===== config.mk =====
export PLATFORM = sky130hd
export DESIGN_NAME = regfile_flat
export DESIGN_NICKNAME = d
export VERILOG_FILES = /design/src/rtl/regfile_pkg.sv /design/src/rtl/regfile_if.sv /design/src/rtl/regfile_reg_en.sv /design/src/rtl/regfile.sv /design/src/flat_wrapper.sv
export SDC_FILE = /design/constraint.sdc
export NUM_CORES = 2
export LEC_CHECK = 0
export CORE_AREA = 2 2 465 467
export CTS_CLUSTER_DIAMETER = 80
export DETAILED_ROUTE_END_ITERATION = 16
export DIE_AREA = 0 0 467 469
export PLACE_DENSITY = 0.64
export REMOVE_ABC_BUFFERS = 1
export SLEW_MARGIN = 0
export SYNTH_ARGS = -nofsm -noshare
export SYNTH_HDL_FRONTEND = slang
export SYNTH_SLANG_ARGS = --single-unit

===== constraint.sdc =====
create_clock -name clk -period 151.1 [get_ports clk]
set_clock_uncertainty 0.15 [all_clocks]
set_input_delay 30.22 -clock clk [delete_from_list [all_inputs] [get_ports clk]]
set_output_delay 30.22 -clock clk [all_outputs]
set_load 0.01 [all_outputs]

===== src/rtl/regfile_pkg.sv =====
// Shared constants for the integer register file.
// X31 is the hardwired zero register.
package regfile_pkg;
  localparam int WIDTH_DEF = 64;
  localparam int NREGS_DEF = 32;
  localparam int ADDR_W    = 5;
  localparam int ZERO_REG  = 31;
endpackage


===== src/rtl/regfile_if.sv =====
// Write/read bundle of the register file.
// master drives indices and write data, slave returns read data.
interface regfile_if #(
  parameter int WIDTH  = 64,
  parameter int ADDR_W = 5
);
  logic              RegWrite;
  logic [ADDR_W-1:0] WriteRegister;
  logic [WIDTH-1:0]  WriteData;
  logic [ADDR_W-1:0] ReadRegister1;
  logic [ADDR_W-1:0] ReadRegister2;
  logic [WIDTH-1:0]  ReadData1;
  logic [WIDTH-1:0]  ReadData2;

  modport master (
    output RegWrite, WriteRegister, WriteData,
    output ReadRegister1, ReadRegister2,
    input  ReadData1, ReadData2
  );

  modport slave (
    input  RegWrite, WriteRegister, WriteData,
    input  ReadRegister1, ReadRegister2,
    output ReadData1, ReadData2
  );
endinterface


===== src/rtl/regfile_reg_en.sv =====
// WIDTH-bit register of enabled D flip-flops.
// Asynchronous active-high clear.
module reg_en
  import regfile_pkg::*;
#(
  parameter int WIDTH = WIDTH_DEF
) (
  input  logic             clk,
  input  logic             reset,
  input  logic             en,
  input  logic [WIDTH-1:0] d,
  output logic [WIDTH-1:0] q
);

  always_ff @(posedge clk or posedge reset) begin
    if (reset)
      q <= '0;
    else if (en)
      q <= d;
  end

endmodule


===== src/rtl/regfile.sv =====
// Two-read, one-write register file with zero register
// and same-cycle write-through bypass.
module regfile
  import regfile_pkg::*;
#(
  parameter int WIDTH = WIDTH_DEF,
  parameter int NREGS = NREGS_DEF
) (
  input logic      clk,
  input logic      reset,
  regfile_if.slave bus
);

  localparam int AW = $clog2(NREGS);
  localparam logic [AW-1:0] ZR = AW'(NREGS - 1);

  logic [NREGS-1:0] en;
  logic [WIDTH-1:0] regs [NREGS];
  logic             wr_ok;
  logic [WIDTH-1:0] rd1;
  logic [WIDTH-1:0] rd2;

  assign wr_ok = bus.RegWrite && (bus.WriteRegister != ZR);

  always_comb begin
    en = '0;
    if (wr_ok)
      en[bus.WriteRegister] = 1'b1;
  end

  for (genvar i = 0; i < NREGS - 1; i++) begin : g_reg
    reg_en #(.WIDTH(WIDTH)) u_reg (
      .clk   (clk),
      .reset (reset),
      .en    (en[i]),
      .d     (bus.WriteData),
      .q     (regs[i])
    );
  end

  assign regs[NREGS-1] = '0;

  // Reset forces zero so bypassed data cannot leak out.
  always_comb begin
    rd1 = regs[bus.ReadRegister1];
    if (wr_ok && bus.ReadRegister1 == bus.WriteRegister)
      rd1 = bus.WriteData;
    if (reset)
      rd1 = '0;
  end

  always_comb begin
    rd2 = regs[bus.ReadRegister2];
    if (wr_ok && bus.ReadRegister2 == bus.WriteRegister)
      rd2 = bus.WriteData;
    if (reset)
      rd2 = '0;
  end

  assign bus.ReadData1 = rd1;
  assign bus.ReadData2 = rd2;

endmodule

===== src/flat_wrapper.sv =====
// flat-port wrapper written by rule: the top's interface ports become plain ports
module regfile_flat import regfile_pkg::*;
#(
  parameter int WIDTH = WIDTH_DEF,
  parameter int NREGS = NREGS_DEF
)
  (clk, reset, bus_RegWrite, bus_WriteRegister, bus_WriteData, bus_ReadRegister1, bus_ReadRegister2, bus_ReadData1, bus_ReadData2);
  regfile_if #(.WIDTH(WIDTH)) bus_i ();
  input logic clk;
  input logic reset;
  input wire logic [$bits(bus_i.RegWrite)-1:0] bus_RegWrite;
  input wire logic [$bits(bus_i.WriteRegister)-1:0] bus_WriteRegister;
  input wire logic [$bits(bus_i.WriteData)-1:0] bus_WriteData;
  input wire logic [$bits(bus_i.ReadRegister1)-1:0] bus_ReadRegister1;
  input wire logic [$bits(bus_i.ReadRegister2)-1:0] bus_ReadRegister2;
  output wire logic [$bits(bus_i.ReadData1)-1:0] bus_ReadData1;
  output wire logic [$bits(bus_i.ReadData2)-1:0] bus_ReadData2;
  assign bus_i.RegWrite = bus_RegWrite;
  assign bus_i.WriteRegister = bus_WriteRegister;
  assign bus_i.WriteData = bus_WriteData;
  assign bus_i.ReadRegister1 = bus_ReadRegister1;
  assign bus_i.ReadRegister2 = bus_ReadRegister2;
  assign bus_ReadData1 = bus_i.ReadData1;
  assign bus_ReadData2 = bus_i.ReadData2;
  regfile #(.WIDTH(WIDTH), .NREGS(NREGS)) u_core (.clk(clk), .reset(reset), .bus(bus_i));
endmodule

Yosys cells after proc, flatten, opt, wreduce, memory -nomap -nowiden
Cells that the tools add are included.
{ "word_totals": {"regBits": 1984, "in_bits": 82, "output_inout_bits": 128} }
{ "classes": {"n_lt_le_gt_ge": 4, "n_eq_ne": 3, "mux": 13, "n_bitwise": 2, "reduce_logical": 4} }
{ "ops": {"columns": ["op", "count"], "rows": [
  ["$bmux W64 S5", 2],
  ["$mux W64", 8],
  ["$mux W31", 1],
  ["$ge A6 B6 Y1 const B", 2],
  ["$not A5 Y6", 2],
  ["$eq A5 B5 Y1", 2],
  ["$lt A5 B6 Y1 const B", 1],
  ["$demux W1 S5", 1],
  ["$ge A5 B1 Y1 const B", 1],
  ["$ne A5 B5 Y1 const B", 1],
  ["$logic_and A1 B1 Y1", 4],
  ["$mux W1", 1]
]} }

Longest topological paths before layout
{ "depth": {"ltp_word": 6, "mapped_depth": 10, "depth_no_buf": 5} }

Hierarchy
Synthesis repeated with hierarchy kept, for this count alone.
{ "unflattened": {"cells_unflattened": 7392, "area_unflattened_um2": 116889.6} }
{ "modules_own_cells": {"columns": ["module", "n_inst", "cells_per_inst", "area_per_inst_um2", "seq_area_each_um2"], "rows": [
  ["reg_en", 31, 136, 2682.6, 1601.5],
  ["regfile", 1, 3176, 33729.8, 0.0]
]} }

Least setup slack after synthesis
OpenSTA, ideal clock, no wires.
{ "synth_path": {"path_kind": "in2out", "from": "in reset", "to": "out bus_ReadData1[20]", "arrival_ps": 94327, "setup_slack_ps": 26403, "stages": 3, "path_buffers": 1, "path_cell_list": "inv_1 clkbuf_1 o221a_1"} }
{ "synth_via": {"elab_chain_cells": 1} }
{ "synth_lines": {"columns": ["item", "line", "rtl"], "rows": [
  ["start, declared", "flat_wrapper.sv:10", "input logic reset;"],
  ["$mux W64", "regfile.sv:48", "if (reset)"],
  ["end, declared", "flat_wrapper.sv:16", "output wire logic [$bits(bus_i.ReadData1)-1:0] bus_ReadData1;"]
]} }
Every way passes these cells.

Worst setup path after layout
{ "layout_path": {"from": "in bus_ReadRegister1[0]", "to": "out bus_ReadData1[5]"} }
{ "layout_via": {"elab_chain_cells": 6, "elab_cells_between_ends": 8, "cone_classes": "eq/ne: 1; mux: 5; bitwise: 1; reduce/logical: 1"} }
{ "layout_lines": {"columns": ["item", "line", "rtl"], "rows": [
  ["start, declared", "flat_wrapper.sv:14", "input wire logic [$bits(bus_i.ReadRegister1)-1:0] bus_ReadRegister1;"],
  ["$not A5 Y6 (implied by the code)", "regfile.sv:45", "rd1 = regs[bus.ReadRegister1];"],
  ["$bmux W64 S5", "regfile.sv:45", null],
  ["$mux W64 (implied by the code) (2 in series)", "regfile.sv:45", null],
  ["$mux W64 *", "regfile.sv:46", "if (wr_ok && bus.ReadRegister1 == bus.WriteRegister)"],
  ["$mux W64 *", "regfile.sv:48", null]
]} }
Every way passes the cells marked *; elsewhere a longest branch is shown, timed or not. The select of a mux whose other input is x is not followed.

==> metrics list <==
- Run status: finished clean
* Part of the cycle the worst path needs: 0.437
- Number of DRC violations after detailed-routing iteration 0: 8576
- Slowest cell on crit path: sky130_fd_sc_hd__buf_4
- PD cells: 13.5 nW/um^2
- Dividing the detail-routed wire length by the instance count gives 35.5 um.
* Crit path from: bus_ReadRegister1[0]
- Critical Path End Type: output pin
* Buffering stage count on the worst path with inverters included: 6
* Top FF cell, synth: sky130_fd_sc_hd__dfrtp_1
* Antenna violations before repair: 18
- Arrival time of data at the critical path endpoint: 35.66 ns
* Number of warnings issued by yosys: 0
- Most instantiated library cell after synthesis: sky130_fd_sc_hd__dfrtp_1
* Congestion Overflow GR: 0
- For this run, the post-layout net count is 7320.
- The setup path with the least slack is of type in -> out.
* Area delta synth->final: 10.5%
* Area leader, netlist: sky130_fd_sc_hd__dfrtp_1
- At the end of routability-driven placement, the weighted congestion stood at 0.858.
* TritonCTS Sinks: 1984
- Setup total negative slack on the finished layout was measured at 0 ns.
- Most frequent cells after synthesis: sky130_fd_sc_hd__dfrtp_1, sky130_fd_sc_hd__mux2_2, sky130_fd_sc_hd__mux4_2, sky130_fd_sc_hd__clkbuf_1, sky130_fd_sc_hd__mux2i_1
* Wire length reported by the detailed router: 364 mm
- The clock tree synthesis step divided the H-tree into 4 levels.
* Worst voltage drop across the vdd grid: 0.0140 mV
- In this run the horizontal extent of the chip is 467 um.
* Worst hold path class: reg -> reg
* Initial cell density of the core: 0.497
- Before CTS, the worst setup slack after placement is 85.04 ns.
* Via count of the first global-routing pass: 73.2k
- Register containing the most flip-flops in the final layout: u_core.g.u_reg.q
* Final HPWL from detailed placement: 209 mm
* Wire length of the first global-routing pass: 528 mm
* Seq. cell area: 49600 um^2
* Crit path top cell by count: sky130_fd_sc_hd__buf_4
* Antenna violation net count after detailed routing: 0
* Remaining max-slew budget at the tightest pin: 0.115
- Launch point of the worst reg-to-reg path: u_core.g_reg[28].u_reg.q[31]
- After clock tree synthesis, the clock-pin slew on the worst setup and hold paths is 0.06 ns.
- Walking the worst path, the cells encountered are buf_8, buf_4, buf_4, buf_4, buf_4, mux4_2, mux2i_1, nor2_1, a311oi_1, a211oi_1, clkdlybuf4s50_1.
- Slew at the pin closest to its max-slew limit: 1.32 ns
- Final cell utilization of the core: 0.549
- Mean area per synthesized cell: 14.4 um^2
- Regs by FF count: u_core.g.u_reg.q (1984)
* Row Count: 170
* Count of state elements after synthesis: 1984
- The max-slew violation count came to 0.
- In the final layout, the multi-input gates occupy 52600 um^2.
- The die covers 219000 um^2.
- In this run the most critical hold path is launched from u_core.g_reg[18].u_reg.q[58].
- The share of synthesized area in the top cell type comes to 0.467.
- The tool flagged a number of max-cap violations equal to 0.
- The region available for standard cell placement spans 214000 um^2.
- DIE HEIGHT: 469 um
- Fraction of final layout cells sized beyond drive strength 1: 0.442
- After technology mapping, the gate count stands at 7403.
* Number of fill cells in the layout: 17.3k
* CTS Buffer Depth: 3
* Delay of the slowest cell on the worst path: 0.78 ns
- Sequential fraction of the synthesis area: 0.467
- Final Hold Vio Count: 0
* Vias: 71.9k
* Port-buffer cells: 209
- For this run, design rule violations remaining after detail routing come to 0.
- Cts repair resizes: 0
- Setup bufs post-CTS: 0
* Startpoint class of the critical path: input pin
* Achievable Freq: 15.1 MHz
- Root buffer cell: sky130_fd_sc_hd__clkbuf_16
- Across every metal layer, demand over resource in global routing totals 0.333.
* TritonCTS clock tree: done
- Required time at the worst-slack endpoint: 120.73 ns
- After synthesis, the share of flip-flops with an asynchronous set or reset is 1.00.
* TritonCTS buffer count: 216
* Maximum number of pins on one net before global-route repair: 178
- The register with the most flip-flops in the layout has 1984 of them.
- In this run the count of I/O pins placed on the die edge is 210.
- The synthesized design contains 0 enable-type register cells.
- Main area contributors after synthesis: sky130_fd_sc_hd__dfrtp_1, sky130_fd_sc_hd__mux2_2, sky130_fd_sc_hd__mux4_2
- Subtracting the final worst setup slack from the clock period gives 66.03 ns.
- The analysis attributes to cell leakage a power of 0.0502 uW.
- Maximum fanout count along the critical path: 40
- Final setup viols: 0
- Post-synthesis cell type count: 66
* Cts hold-fix bufs: 0
- Final worst-path setup slack: 85.07 ns
* Unrepaired setup endpoints after global routing: false
* Insertion delay to the later sink of the worst-skew pair: 0.86 ns
- Vias per inst: 7.00
* Largest delay contributor family on the critical path: buffers and inverters
* First-pass iteration count of the detailed router: 6
- The mapped netlist covers 106000 um^2.
-- report_power, final --
| part | total (uW) | internal [uW] | switching, uW |
|---|---|---|---|
| clock | 554 | 324 | 230 |
| sequential | 712 | 635 | 76.8 |
| combinational | 313 | 184 | 129 |
| total | 1580 | 1140 | 437 |
-- stage by stage --
stage	power, uW	cell area (um^2)	hold slack [ns]	instances
5_1_grt	1640	117000	0.369	10267
6_report	1580	117000	0.348	10272
3_5_place_dp	1030	110000	0.336	9858
2_1_floorplan	923	102000	0.309	6580
3_3_place_gp	1010	110000	0.323	9858
4_1_cts	1580	117000	0.351	10264
-- worst paths after layout --
path,cells past startpoint,slack [ns],end
setup / recovery,11,85.07,bus_ReadData1[5]
hold / removal,2,0.35,u_core.g_reg[18].u_reg.q[58]
setup reg to reg,1,150.13,u_core.g_reg[28].u_reg.q[31]
hold reg to reg,2,0.35,u_core.g_reg[18].u_reg.q[58]
max in group asynchronous,7,117.57,u_core.g_reg[5].u_reg.q[35]
min in group asynchronous,3,29.99,u_core.g_reg[30].u_reg.q[40]
-- final cells by class --
cell class | count | area share
antenna | 8 | 0.000170
clock buffer | 324 | 0.0552
clock inverter | 82 | 0.00846
inverter | 40 | 0.00134
multi-input combinational | 4556 | 0.448
sequential | 1984 | 0.423
tap | 2838 | 0.0302
timing repair buffer | 440 | 0.0337
-- cell usage in the layout, fill, tap and decap left out, drive strengths merged, types with 10 or more instances in the layout --
cell type      instances
clkbuf               324
mux4                 837
mux2                1851
a21oi                110
nor2                 165
a211oi                28
nand2                237
dfrtp               1984
o22a                  23
bufinv                16
inv                   49
buf                  242
or3                   15
a2bb2oi               12
and2                  10
nand4b                19
o221ai                32
o21ai                212
a221oi                46
nand2b                14
mux2i                317
o22ai                179
a311oi                58
a22oi                125
nor4                  33
o221a                 10
nand3                 27
o2bb2ai               31
a22o                  33
clkinv                53
nor2b                 21
a211o                 20
clkdlybuf4s50        198
o211ai                32
-- logic make-up (layout without fill, tap and decap cells) --
kind of cell / after synthesis / after routing / share of synthesized area
AND/OR/NAND/NOR: 571 / 571 / 0.0254
AO/OA/AOI/OAI: 970 / 970 / 0.0624
multiplexers: 3005 / 3005 / 0.403
flip-flops: 1984 / 1984 / 0.467
buffers and inverters: 863 / 886 / 0.0410
XOR/XNOR: 10 / 10 / 0.000824
other: 0 / 8 / 0
-- metal layers --
metal,routed length [um],GRT usage
met1,145000,0.457
met2,167000,0.510
met3,35300,0.0789
met5,129,0
met4,16000,0.138
Power figures use the tool's default switching activity.
